**config.mk**
```make
export PLATFORM = sky130hd
export DESIGN_NAME = div_sched
export DESIGN_NICKNAME = d
export VERILOG_FILES = /design/src/rtl/div_sched.sv
export SDC_FILE = /design/constraint.sdc
export NUM_CORES = 1
export LEC_CHECK = 0
export ABC_AREA = 1
export BUFFER_PORTS_ARGS = -buffer_cell sky130_fd_sc_hd__buf_2
export CAP_MARGIN = 20
export CORE_MARGIN = 1
export CORE_UTILIZATION = 30
export CTS_BUF_LIST = sky130_fd_sc_hd__clkbuf_16
export DETAILED_ROUTE_END_ITERATION = 16
export PLACE_DENSITY = 0.69
export SKIP_LAST_GASP = 1
export SLEW_MARGIN = 20
export SYNTH_ARGS = -nofsm -noshare
export SYNTH_HDL_FRONTEND = slang
export SYNTH_SLANG_ARGS = --single-unit
```
**constraint.sdc**
```tcl
create_clock -name clk -period 3.5 [get_ports clk]
set_input_delay 0.35 -clock clk [delete_from_list [all_inputs] [get_ports clk]]
set_output_delay 0.35 -clock clk [all_outputs]
set_load 0.01 [all_outputs]
```
**src/rtl/div_sched.sv**
```systemverilog
// Sequencer for the shared multi-cycle divider: launch, watchdog, flush-cancel and result hold for EXE.
// Optional DIV_FASTPATH_EN: divisors 0 and 1 are resolved locally without launching the core.
module div_sched #(
    parameter int MAX_CYC = 40,
    parameter int CNT_W   = 6
) (
    input  logic        clk,
    input  logic        resetn,
    input  logic        div_req,
    input  logic [1:0]  div_op,
    input  logic [31:0] src1,
    input  logic [31:0] src2,
    input  logic        flush,
    input  logic        ms_allow_in,
    output logic        core_start,
    output logic        core_signed,
    output logic [31:0] core_src1,
    output logic [31:0] core_src2,
    output logic        core_cancel,
    input  logic        core_done,
    input  logic [31:0] core_q,
    input  logic [31:0] core_r,
    output logic        div_busy,
    output logic        div_valid,
    output logic [31:0] div_result,
    output logic        div_timeout
);

    typedef enum logic [1:0] {
        S_IDLE = 2'd0,
        S_RUN  = 2'd1,
        S_HOLD = 2'd2
    } state_t;

    state_t            r_state;
    state_t            w_next;
    logic [CNT_W-1:0]  r_cnt;
    logic              r_op_mod;
    logic [31:0]       r_result;

    logic              w_launch;
    logic              w_fast;
    logic [31:0]       w_fast_val;
    logic              w_start;
    logic              w_cancel;
    logic              w_timeout;
    logic              w_load;
    logic [31:0]       w_load_val;
    logic              w_cnt_last;

    assign w_launch   = (r_state == S_IDLE) && div_req && !flush;
    assign w_cnt_last = (r_cnt == CNT_W'(MAX_CYC - 1));

`ifdef DIV_FASTPATH_EN
    // src2==0: q=all ones, r=src1; src2==1: q=src1, r=0
    assign w_fast     = (src2[31:1] == 31'd0);
    assign w_fast_val = div_op[0] ? (src2[0] ? 32'd0 : src1)
                                  : (src2[0] ? src1 : 32'hFFFF_FFFF);
`else
    assign w_fast     = 1'b0;
    assign w_fast_val = 32'd0;
`endif

    always_comb begin
        w_next     = r_state;
        w_start    = 1'b0;
        w_cancel   = 1'b0;
        w_timeout  = 1'b0;
        w_load     = 1'b0;
        w_load_val = r_result;
        case (r_state)
            S_IDLE: begin
                if (w_launch) begin
                    if (w_fast) begin
                        w_load     = 1'b1;
                        w_load_val = w_fast_val;
                        w_next     = S_HOLD;
                    end else begin
                        w_start = 1'b1;
                        w_next  = S_RUN;
                    end
                end
            end
            S_RUN: begin
                // flush outranks a same-cycle core_done; that result is dropped
                if (flush) begin
                    w_cancel = 1'b1;
                    w_next   = S_IDLE;
                end else if (core_done) begin
                    w_load     = 1'b1;
                    w_load_val = r_op_mod ? core_r : core_q;
                    w_next     = S_HOLD;
                end else if (w_cnt_last) begin
                    w_cancel   = 1'b1;
                    w_timeout  = 1'b1;
                    w_load     = 1'b1;
                    w_load_val = 32'd0;
                    w_next     = S_HOLD;
                end
            end
            S_HOLD: begin
                if (ms_allow_in || flush) begin
                    w_next = S_IDLE;
                end
            end
            default: w_next = S_IDLE;
        endcase
    end

    always_ff @(posedge clk or negedge resetn) begin
        if (!resetn) begin
            r_state  <= S_IDLE;
            r_cnt    <= '0;
            r_op_mod <= 1'b0;
            r_result <= 32'd0;
        end else begin
            r_state <= w_next;
            if (w_launch) begin
                r_op_mod <= div_op[0];
                r_cnt    <= '0;
            end else if (r_state == S_RUN && r_cnt != {CNT_W{1'b1}}) begin
                r_cnt <= r_cnt + 1'b1;
            end
            if (w_load) begin
                r_result <= w_load_val;
            end
        end
    end

    assign core_start  = w_start && resetn;
    assign core_cancel = w_cancel && resetn;
    assign core_signed = !div_op[1];
    assign core_src1   = src1;
    assign core_src2   = src2;
    assign div_busy    = (r_state != S_IDLE);
    assign div_valid   = !div_req || (r_state == S_HOLD);
    assign div_result  = r_result;
    assign div_timeout = w_timeout;

endmodule
```
==> flow_metrics.py <==
metrics = {
    "clock_network": {
        "cts_htree_levels": 2,
        "cts_buffer_depth": 2,
        "cts_resized": 0,
        "cts_tree": "done",
        "cts_setup_buffers": 0,
        "cts_hold_buffers": 0,
        "cts-root-buf": "clkbuf_16",
        "cts.sinks": 41,
        "clk_latency_ns": 0.28,
        "cts_made_buffers": 5,
        "clk_pin_slew_ns": 0.06,
    },
    "power": {
        "vdd_drop_max_mv": 0.167,
        "leakagePower_uw": 0.00178,
        "p_per_area_mw_per_mm2": 500,
        "total_power_uw": 1540,
    },
    "timing": {
        "period_share_pct": 58.9,
        "fmax_ghz": 0.485,
        "rsz0062_at_grt": "no",
        "hold-worst-slack_ns": 0.0414,
        "setup_tns_ns": 0,
        "post-route-min-period_ns": 2.06,
        "finalMaxSlewViolations": 0,
        "fin_ws_ns": 1.44,
        "hold_viol": 0,
        "tightest_slew_ns": 0.545,
        "relSlewSlack_pct": 63.4,
        "setup_viol": 0,
        "clock_skew_ns": 0.00284,
    },
    "place": {
        "pre_cts_ws_ns": 1.42,
        "place_congestion": 0.702,
        "place_hpwl_mm": 5.02,
        "port_buffers": 109,
    },
    "drt": {
        "firstDrtPassIters": 4,
        "drtIter0Drc": 61,
        "routed_wirelength_mm": 6.77,
        "drt-wirelength-per-cell_um": 12.7,
        "vias_per_cell": 4.55,
        "ant_nets": 0,
        "drc": 0,
        "route.vias.total": 2430,
    },
    "critical_path": {
        "start_kind": "register",
        "crit_family": "simple AND/OR/NAND/NOR gates",
        "path_cells": "nor2_4 -> inv_2 -> nor2_8 -> inv_1 -> nor2_1 -> buf_2",
        "path_max_fanout": 34,
        "cp-end-kind": "primary output",
        "crit_path_end": "div_timeout",
        "worstReg2RegStart": "r_cnt[0]",
        "cp_num_cells": 6,
        "crit_start": "r_state[1]",
        "slowest_delay_ns": 0.41,
        "crit_buf_inv": 3,
        "reg2reg_depth": 8,
        "crit_required_ns": 3.15,
        "regToRegEndpoint": "div_result[20]",
        "r2r_slack_ns": 1.63,
        "critPathKind": "register to primary output",
        "slowest_stage": "dfrtp_1",
        "cp.arrival_ns": 1.71,
    },
    "hold_path": {
        "min_path_type": "input port to asynchronous set/reset pin",
    },
    "cells_and_area": {
        "drive_gt1_share_pct": 30.5,
        "final_common_cell": "nand2_1",
        "n_fill_cell": 959,
        "finalNetCount": 562,
        "antenna_cells": 0,
        "final_cell_mix": "147 x nand2_1, 109 x buf_2, 41 x dfrtp_1, 39 x nand3_1, 35 x a21oi_1",
        "syn_to_final_growth_pct": 9.26,
    },
    "floorplan": {
        "start_util_pct": 31.6,
        "rows": 34,
        "fp.dieW_um": 98.8,
        "die_area_sq_mm": 0.00976,
        "coreArea_sq_mm": 0.00889,
        "fp.dieH_um": 98.8,
        "io_pins": 238,
    },
    "grt": {
        "track_usage_pct": 14.4,
        "antenna_found_initial": 0,
        "grt_pass1_vias": 2370,
        "grt_overflow": 0,
        "grt_pass1_wl_mm": 11.3,
        "grt_max_degree": 35,
    },
    "synthesis": {
        "synth_cells": 388,
        "synth-seq-cells": 41,
        "syn_avg_cell_area_sq_um": 7.24,
        "synth_nets": 525,
        "yosysWarnings": 0,
        "ys_types": 24,
        "synth_seq_area_share_pct": 36.5,
        "netlist_area_sq_mm": 0.00281,
    },
    "run_status": {
        "outcome": "finished clean",
    },
    "run": {
        "drv_cap": 0,
    },
}
==> synthesized netlist by cell type (all sizes together) <==
cell / instances / area [sq um]
buf: 80 / 594
o21ai: 5 / 28.8
clkbuf: 3 / 11.3
xor2: 2 / 17.5
dfrtp: 41 / 1030
nor2: 10 / 63.8
clkinv: 1 / 3.75
inv: 17 / 63.8
nand4: 3 / 25.0
nand3: 40 / 205
a21oi: 35 / 175
xnor2: 1 / 8.76
nand2: 149 / 574
ha: 1 / 12.5
==> logic make-up after synthesis <==
| group | synth area share (%) |
|---|---|
| AOI/OAI and AO/OA | 7.26 |
| adders and majority gates | 0.445 |
| DFF | 36.5 |
| buffers and inverters | 24.0 |
| xor gates and xnor gates | 0.935 |
| and+or+nand+nor | 30.9 |
==> worst min-delay path by stage <==
stage / to / depth (start not counted) / start
finish: r_state[0] / 1 / resetn
global route: r_state[0] / 1 / resetn
CTS: r_state[0] / 1 / resetn
detailed placement: r_state[0] / 1 / resetn
global placement: r_cnt[5] / 1 / resetn
floorplan: div_result[0] / 0 / resetn
==> metrics by stage <==
| step | cell area, sq um | util (%) | std cells |
|---|---|---|---|
| after floorplan | 2810 | - | 388 |
| after global placement | 2910 | 32.7 | 525 |
| after detailed placement | 2910 | 32.7 | 525 |
| after CTS | 3050 | 34.3 | 533 |
| after global routing | 3070 | 34.5 | 534 |
| final | 3070 | 34.5 | 534 |
==> sequential cells by signal, summed over array words and instances (netlist names) <==
| register | count |
|---|---|
| div_result | 32 |
| r_op_mod | 1 |
| r_state | 2 |
| r_cnt | 6 |
==> power by group <==
group          total [uW]  switching, uW  leakage, uW  internal, uW
registers             639           64.0     0.000544           575
clock network         435            177    0.0000687           258
logic                 462            277      0.00117           185
total                1540            518      0.00178          1020
==> final cells by class <==
class,count,area (sq um),share of cell area [%]
repair buffers,113,593,19.3
clock buffers,5,125,4.07
well taps,108,135,4.40
clock inverters,3,12.5,0.407
inverters,18,67.6,2.20
flip-flops and latches,41,1030,33.4
multi-input cells,246,1110,36.2
==> layer usage <==
metal / part of all wire (%) / global-route usage, %
met5: 0 / 0
met4: 3.1 / 6.31
met3: 6.5 / 3.48
met1: 42 / 17.1
met2: 49 / 24.6
Power figures use the tool's default switching activity.
